**src/rtl/pmem_write_buffer.sv**
```systemverilog
// Eviction write buffer between L2 and DRAM.
// Buffers writebacks, forwards read hits, drains when L2 is idle.
module pmem_write_buffer #(
  parameter int DEPTH = 2
) (
  input  logic         clk,
  input  logic         reset,
  input  logic [15:0]  mem_address,
  input  logic [127:0] mem_wdata,
  input  logic         mem_read,
  input  logic         mem_write,
  output logic [127:0] mem_rdata,
  output logic         mem_resp,
  output logic [15:0]  pmem_address,
  output logic [127:0] pmem_wdata,
  output logic         pmem_read,
  output logic         pmem_write,
  input  logic [127:0] pmem_rdata,
  input  logic         pmem_resp
);

  localparam int PW = (DEPTH > 1) ? $clog2(DEPTH) : 1;
  localparam logic [PW:0] FULL = (PW+1)'(DEPTH);

  typedef enum logic [1:0] {
    IDLE,
    RESP,
    READ,
    DRAIN
  } state_t;

  state_t state_q, state_d;

  logic [11:0]    tag_q  [DEPTH];
  logic [11:0]    tag_d  [DEPTH];
  logic [127:0]   line_q [DEPTH];
  logic [127:0]   line_d [DEPTH];
  logic [DEPTH-1:0] valid_q, valid_d;
  logic [PW-1:0]  head_q, head_d;
  logic [PW-1:0]  tail_q, tail_d;
  logic [PW:0]    count_q, count_d;
  logic [127:0]   rdata_q, rdata_d;
  logic [11:0]    raddr_q, raddr_d;

  logic [11:0]    req_tag;
  logic           hit;
  logic [PW-1:0]  hit_idx;

  assign req_tag = mem_address[15:4];

  // Tag lookup; coalescing keeps tags unique so at most one hits
  always_comb begin
    hit     = 1'b0;
    hit_idx = '0;
    for (int i = 0; i < DEPTH; i++) begin
      if (valid_q[i] && tag_q[i] == req_tag) begin
        hit     = 1'b1;
        hit_idx = PW'(i);
      end
    end
  end

  // Next-state, FIFO update and response data
  always_comb begin
    state_d = state_q;
    tag_d   = tag_q;
    line_d  = line_q;
    valid_d = valid_q;
    head_d  = head_q;
    tail_d  = tail_q;
    count_d = count_q;
    rdata_d = rdata_q;
    raddr_d = raddr_q;
    unique case (state_q)
      IDLE: begin
        if (mem_write) begin
          if (hit) begin
            line_d[hit_idx] = mem_wdata;
            state_d = RESP;
          end else if (count_q != FULL) begin
            tag_d[tail_q]   = req_tag;
            line_d[tail_q]  = mem_wdata;
            valid_d[tail_q] = 1'b1;
            tail_d  = tail_q + PW'(1);
            count_d = count_q + 1'b1;
            state_d = RESP;
          end else begin
            state_d = DRAIN;
          end
        end else if (mem_read) begin
          if (hit) begin
            rdata_d = line_q[hit_idx];
            state_d = RESP;
          end else begin
            raddr_d = req_tag;
            state_d = READ;
          end
        end else if (count_q != '0) begin
          state_d = DRAIN;
        end
      end
      READ: begin
        if (pmem_resp) begin
          rdata_d = pmem_rdata;
          state_d = RESP;
        end
      end
      DRAIN: begin
        if (pmem_resp) begin
          valid_d[head_q] = 1'b0;
          head_d  = head_q + PW'(1);
          count_d = count_q - 1'b1;
          state_d = IDLE;
        end
      end
      RESP: state_d = IDLE;
      default: state_d = IDLE;
    endcase
  end

  // Control state with asynchronous reset
  always_ff @(posedge clk or posedge reset) begin
    if (reset) begin
      state_q <= IDLE;
      valid_q <= '0;
      head_q  <= '0;
      tail_q  <= '0;
      count_q <= '0;
      rdata_q <= '0;
      raddr_q <= '0;
    end else begin
      state_q <= state_d;
      valid_q <= valid_d;
      head_q  <= head_d;
      tail_q  <= tail_d;
      count_q <= count_d;
      rdata_q <= rdata_d;
      raddr_q <= raddr_d;
    end
  end

  // Entry payload; qualified by valid_q so no reset needed
  always_ff @(posedge clk) begin
    tag_q  <= tag_d;
    line_q <= line_d;
  end

  // Outputs decode from state so reset drops them at once
  always_comb begin
    mem_resp     = (state_q == RESP);
    pmem_read    = (state_q == READ);
    pmem_write   = (state_q == DRAIN);
    mem_rdata    = rdata_q;
    pmem_address = '0;
    pmem_wdata   = '0;
    if (state_q == READ) begin
      pmem_address = {raddr_q, 4'h0};
    end else if (state_q == DRAIN) begin
      pmem_address = {tag_q[head_q], 4'h0};
      pmem_wdata   = line_q[head_q];
    end
  end

endmodule

```
**config.mk**
```make
export PLATFORM = sky130hd
export DESIGN_NAME = pmem_write_buffer
export DESIGN_NICKNAME = d
export VERILOG_FILES = /design/src/rtl/pmem_write_buffer.sv
export SDC_FILE = /design/constraint.sdc
export NUM_CORES = 1
export LEC_CHECK = 0
export BUFFER_PORTS_ARGS = -buffer_cell sky130_fd_sc_hd__buf_4
export CORE_AREA = 2 2 214 216
export DETAILED_ROUTE_END_ITERATION = 16
export DIE_AREA = 0 0 216 218
export PLACE_DENSITY = 0.83
export SYNTH_ARGS = -nofsm -noshare
export SYNTH_HDL_FRONTEND = slang
export SYNTH_SLANG_ARGS = --single-unit
```
**constraint.sdc**
```tcl
create_clock -name clk -period 13.3 [get_ports clk]
set_clock_uncertainty 0.15 [all_clocks]
set_input_delay 0 -clock clk [delete_from_list [all_inputs] [get_ports clk]]
set_output_delay 0 -clock clk [all_outputs]
set_load 0.005 [all_outputs]
```
* After elaboration in Yosys (flattened, before gate mapping)
Index checks and enable logic that the tools add are counted.
** Word-level totals
- Flip-flop bits (word level) :: 428
- Bits of input ports :: 277
- Output and inout port bits :: 275
- Word-level logic and storage cells :: 120
** Operators by class
- $add $sub $neg :: 4
- $lt $le $gt $ge :: 9
- Equal/unequal tests :: 15
- Multiplexer cells :: 55
- Bitwise gates (word level) :: 8
- Reductions and logical operators :: 18
** Operators with widths (count)
- $mux W128 :: 14
- $bwmux W256 :: 2
- $mux W256 :: 2
- $demux W128 S1 :: 2
- $pmux W128 S2 :: 1
- $mux W12 :: 4
- $mux W16 :: 2
- $mux W2 :: 16
- $bwmux W24 :: 1
- $eq A12 B12 Y1 :: 2
- $ne A2 B2 Y1 const B :: 7
- $demux W12 S1 :: 1
- $reduce_and A5 Y1 :: 2
- $pmux W2 S2 :: 2
- $pmux W2 S4 :: 1
- $reduce_and A4 Y1 :: 2
- $reduce_bool A2 Y1 :: 4
- $ge A2 B2 Y1 const B :: 3
- $logic_and A1 B1 Y1 :: 6
- $not A1 Y2 :: 3
- $reduce_and A3 Y1 :: 2
- $mux W1 :: 5
- $eq A2 B2 Y1 const B :: 2
- $lt A1 B2 Y1 const B :: 2
- 15 further kinds :: 21

* Logic depth before layout (Yosys ltp)
- Depth in word-level cells :: 11
- Depth in mapped cells :: 8
- Depth with buffers taken out :: 7

* Least setup slack after synthesis
No wires, ideal clock.
- Path kind :: reg2reg
- Start point :: register tag_q[22] in the netlist's numbering
- End point :: register line_q[128] in the netlist's numbering, enable pin
- Library setup time :: 0.798 ns
- Arrival :: 11.051 ns
- Data required time :: 12.352 ns
- Slack :: 1.301 ns
- Stages on the path, launching flop included :: 9
- Buffers on the path :: 2
- Period minus slack after synthesis :: 11.999 ns
- Cells stage by stage :: edfxtp_1 xnor2_1 nand4_1 nor4_2 inv_1 a21oi_2 buf_2 clkbuf_1 nor3b_1
** Between the ends
- Word-level cells in the longest chain between the ends :: 6
** Ends and longest elaborated chain
- from (decl) :: RTL line 34 : logic [11:0] tag_q [DEPTH];
- from (signal assigned) :: RTL line 144 : tag_q <= tag_d;
- $eq A12 B12 Y1 :: RTL line 56 : if (valid_q[i] && tag_q[i] == req_tag) begin
- $logic_and A1 B1 Y1 :: RTL line 56
- $mux W1 (2 in a row) :: RTL line 56
- $reduce_bool A2 Y1 (no line)
- $reduce_and A3 Y1 (no line)
- to (signal assigned) :: RTL line 145 : line_q <= line_d;
- to (decl) :: RTL line 36 : logic [127:0] line_q [DEPTH];
No other way between the ends.
A chain may end at the register's enable or synchronous reset.

* Final worst setup path
- Start point :: register tag_q[11] in the netlist's numbering
- End point :: register rdata_q[2] (netlist: mem_rdata[2])
** Between the ends
- Word-level cells in the longest chain between the ends :: 11
- Elaborated cells between the ends (all ways) :: 14
- Those cells by class :: eq/ne: 2; mux: 9; bitwise: 1; reduce/logical: 2
** Ends and longest elaborated chain
- $eq A12 B12 Y1 * :: RTL line 56
- $logic_and A1 B1 Y1 * :: RTL line 56
- $mux W1 :: RTL line 56
- $not A1 Y2 (implied by the code) :: RTL line 92 : rdata_d = line_q[hit_idx];
- $mux W128 (implied by the code) (3 in a row) :: RTL line 92
- $mux W128 :: RTL line 91 : if (hit) begin
- $mux W128 :: RTL line 90 : end else if (mem_read) begin
- $mux W128 :: RTL line 76 : if (mem_write) begin
- $pmux W128 S2 :: RTL line 74 : unique case (state_q)
- to (signal assigned) :: RTL line 137 : rdata_q <= rdata_d;
- to (decl) :: RTL line 42 : logic [127:0] rdata_q, rdata_d;
Mark *: on every way between the ends. The rest lies on a longest branch, timed or not. The select of a mux whose other input is x is not followed.

==> key figures <==
Floorplan
  – Floorplan row count: roughly 80
  – Full die area: around 0.047 mm^2
  – # IOs: ~550
  – Die Ht: 218 um
  – Core ar.: 0.04489 mm^2
  – Starting Density: 0.4641
  – Die width: 216 um

Yosys
  – Largest cells by area after synthesis: edfxtp_1 (40%), dfrtp_1 (18%), mux2i_1 (13%), mux2_2 (7.6%), nor2b_1 (4.0%)
  – Share of the synthesized area in the top cell type: 0.4036
  – Post-synth ARST share: 0.3458
  – Number of flops mapped to enable cells by yosys: 280
  – Count leader, synth: edfxtp_1
  – Synth Register Bits: 428
  – Post-synth top flop: edfxtp_1
  – Mapped cell area: 0.02083 mm^2
  – Syn avg cell area: between 10 and 15 um^2
  – Leading area contributor after synthesis: edfxtp_1
  – Most frequent cells after synthesis: edfxtp_1 (280), mux2i_1 (268), dfrtp_1 (148), nand2_1 (148), mux2_2 (140)
  – Synth Instances: 1707
  – Distinct cells, synth: 38
  – Yosys warns: 0
  – Sequential share of the synthesized area: 0.5813

Outcome
  – Status: finished with violations
  – Failing checks: slew limit

Routing
  – Routed len/inst: 20.90 um
  – DRC Markers: 0
  – First-pass DRT Iterations: 5
  – Via density: 5.368
  – Drt initial violations: 1143
  – Antenna Nets Post-Route: 0
  – Total wire length: 65060 um
  – Vias: 16704

Cells and area
  – Layout net count: ~2700
  – Fill count: approximately 3000
  – Finished Cell Area: 0.02957 mm^2
  – Final Non-Filler Cells: 3112
  – Layout cells sized above 1: 0.3099
  – Area grow syn2layout: 41.92%
  – Core Util, Final: 0.6586

Hold path
  – Min-delay worst type: input pin to asynchronous set/reset pin

Job
  – Max cap viols: 0

Setup path
  – CP Class: flip-flop to flip-flop
  – Crit Path Max Fanout: 67
  – Register-to-register setup slack: between 8 and 9 ns
  – Critical Path Source Type: flip-flop
  – Setup crit end kind: flip-flop
  – Worst r2r src: tag_q[11]
  – Reg2reg path depth: 9
  – Worst R2R End: mem_rdata[2]
  – Arr. time, crit path: around 5.1 ns
  – WP data required: 13.59 ns

STA
  – Hold Fails Final Rpt: 0
  – Least-Margin Pin Slew: 1.545 ns
  – Min Hold Slack: 0.02441 ns
  – RSZ-0062 raised after global routing: false
  – Setup violations, final: 0
  – Fmax: 210.1 MHz
  – Setup total negative slack: 0 ns
  – Rel. slew slack: -0.02969
  – Min Tclk post-route: 4.760 ns
  – Fin crit share: 0.3579
  – Max-slew violation count: 61

Clocking
  – CTS tree: done
  – Clock Latency Late Sink: between 0.5 and 0.6 ns
  – CTS Buf Count: 46
  – Worst-path clk slew: 0.06 ns
  – Max Buffers Root-to-Sink: 3
  – Root buf cell: clkbuf_16
  – Post-cts sizing count: 0
  – Max H-tree Level: 2
  – CTS sink count: ~430

Place
  – GP Congestion: 0.8978
  – DP Cell Count: 2746
  – Detailed-placement wirelength estimate: 38090 um
  – PortBufs: between 500 and 600
  – DP Area: 0.02534 mm^2

Power
  – Pwr per Cell Area: 191.0 mW/mm^2
  – Leakage: roughly 12 nW
  – Worst ir drop on vdd: ~0.24 mV

Global routing
  – Tot GR Track Use: 0.2687
  – Largest net degree at the start of global routing: between 200 and 300
  – Aggregate global routing overflow: 0
  – Initial antenna violation count: 7
  – First-pass GRT wire length: 99330 um
  – Vias in the first global route: 17791
==> worst max-delay path, stage by stage (launching register included) <==
cell and delay [ns]:
edfxtp_1 0.42, xnor2_1 0.22, nand4_1 0.20, nor4_4 0.27
buf_4 0.75, nor2_1 0.25, o21ai_4 0.20, buf_4 0.73
buf_4 0.92, mux2_2 0.42
==> how the worst max path moves through the flow <==
stage                     depth (start not counted)  slack [ns]           end  startpoint
final                                             9        8.54  mem_rdata[2]   tag_q[11]
after global routing                              9        8.32   line_q[144]    tag_q[8]
after CTS                                         9        8.52   line_q[158]    tag_q[2]
after detailed placement                          9        8.56   line_q[156]    tag_q[1]
after global placement                            9        8.64   line_q[156]    tag_q[8]
after floorplan                                   8        1.30   line_q[128]   tag_q[22]
==> routing by layer <==
metal | share of wire | routed length (um) | global-route usage | vias to the layer above
met4 | 0.045 | 2931 | 0.1242 | 2
met2 | 0.51 | 33180 | 0.4747 | 807
met5 | 0.00022 | 14 | 0 | -
li1 | - | - | - | 7489
met1 | 0.37 | 24130 | 0.3120 | 8196
met3 | 0.074 | 4793 | 0.05955 | 210
==> flip-flops by register name (all words and copies together), names as in the netlist <==
| register | count |
|---|---|
| count_q | 2 |
| raddr_q | 12 |
| line_q | 256 |
| head_q | 1 |
| valid_q | 2 |
| tail_q | 1 |
| mem_rdata | 128 |
| tag_q | 24 |
| state_q | 2 |
==> report_power, final <==
| group | switching (mW) | leakage [nW] | total, mW | internal, mW |
|---|---|---|---|---|
| sequential | 0.258 | 4.37 | 2.16 | 1.90 |
| combinational | 1.13 | 6.97 | 2.22 | 1.09 |
| clock | 0.531 | 0.728 | 1.27 | 0.741 |
==> through the flow <==
stage	setup slack [ns]	total power, mW
after floorplan	1.301	3.344
after global placement	8.643	4.150
after detailed placement	8.562	4.245
after CTS	8.519	5.577
after global routing	8.318	5.909
final	8.540	5.646
==> kinds of logic after synthesis <==
kind of cell              count (synthesis)  share of synthesized area
muxes                                   408                     0.2044
other                                     1                  0.0001800
and+or+nand+nor                         563                     0.1364
xor gates and xnor gates                 28                    0.01177
DFF                                     428                     0.5813
AOI/OAI and AO/OA                       152                    0.04030
buffers and inverters                   127                    0.02558
==> repair_timing <==
action                                 in CTS  in global routing
hold buffers                              272                  0
setup buffers                               0                  0
endpoints found under the hold margin     520                  0
==> layout make-up <==
cell class / count / area, um^2 / share of cell area
clock buffer: 70 / 1355 / 0.04583
tap: 600 / 750.7 / 0.02539
antenna: 8 / 20.02 / 0.0006771
timing repair buffer: 832 / 6939 / 0.2347
inverter: 3 / 16.27 / 0.0005501
clock inverter: 16 / 126.4 / 0.004274
multi-input combinational: 1155 / 8244 / 0.2788
sequential: 428 / 12120 / 0.4098
==> layout by cell type (no fill, tap or decap), drive strengths merged, types with 8 or more instances in the layout <==
master,count
clkinv,13
dlygate4sd3,272
clkbuf,70
nor2b,133
and2,130
buf,560
mux2i,268
o21ai,131
dfrtp,148
o211a,12
mux2,140
xnor2,27
diode,8
edfxtp,280
nor2,133
nand2,148
Note: power is estimated with default switching activity, not from simulation.
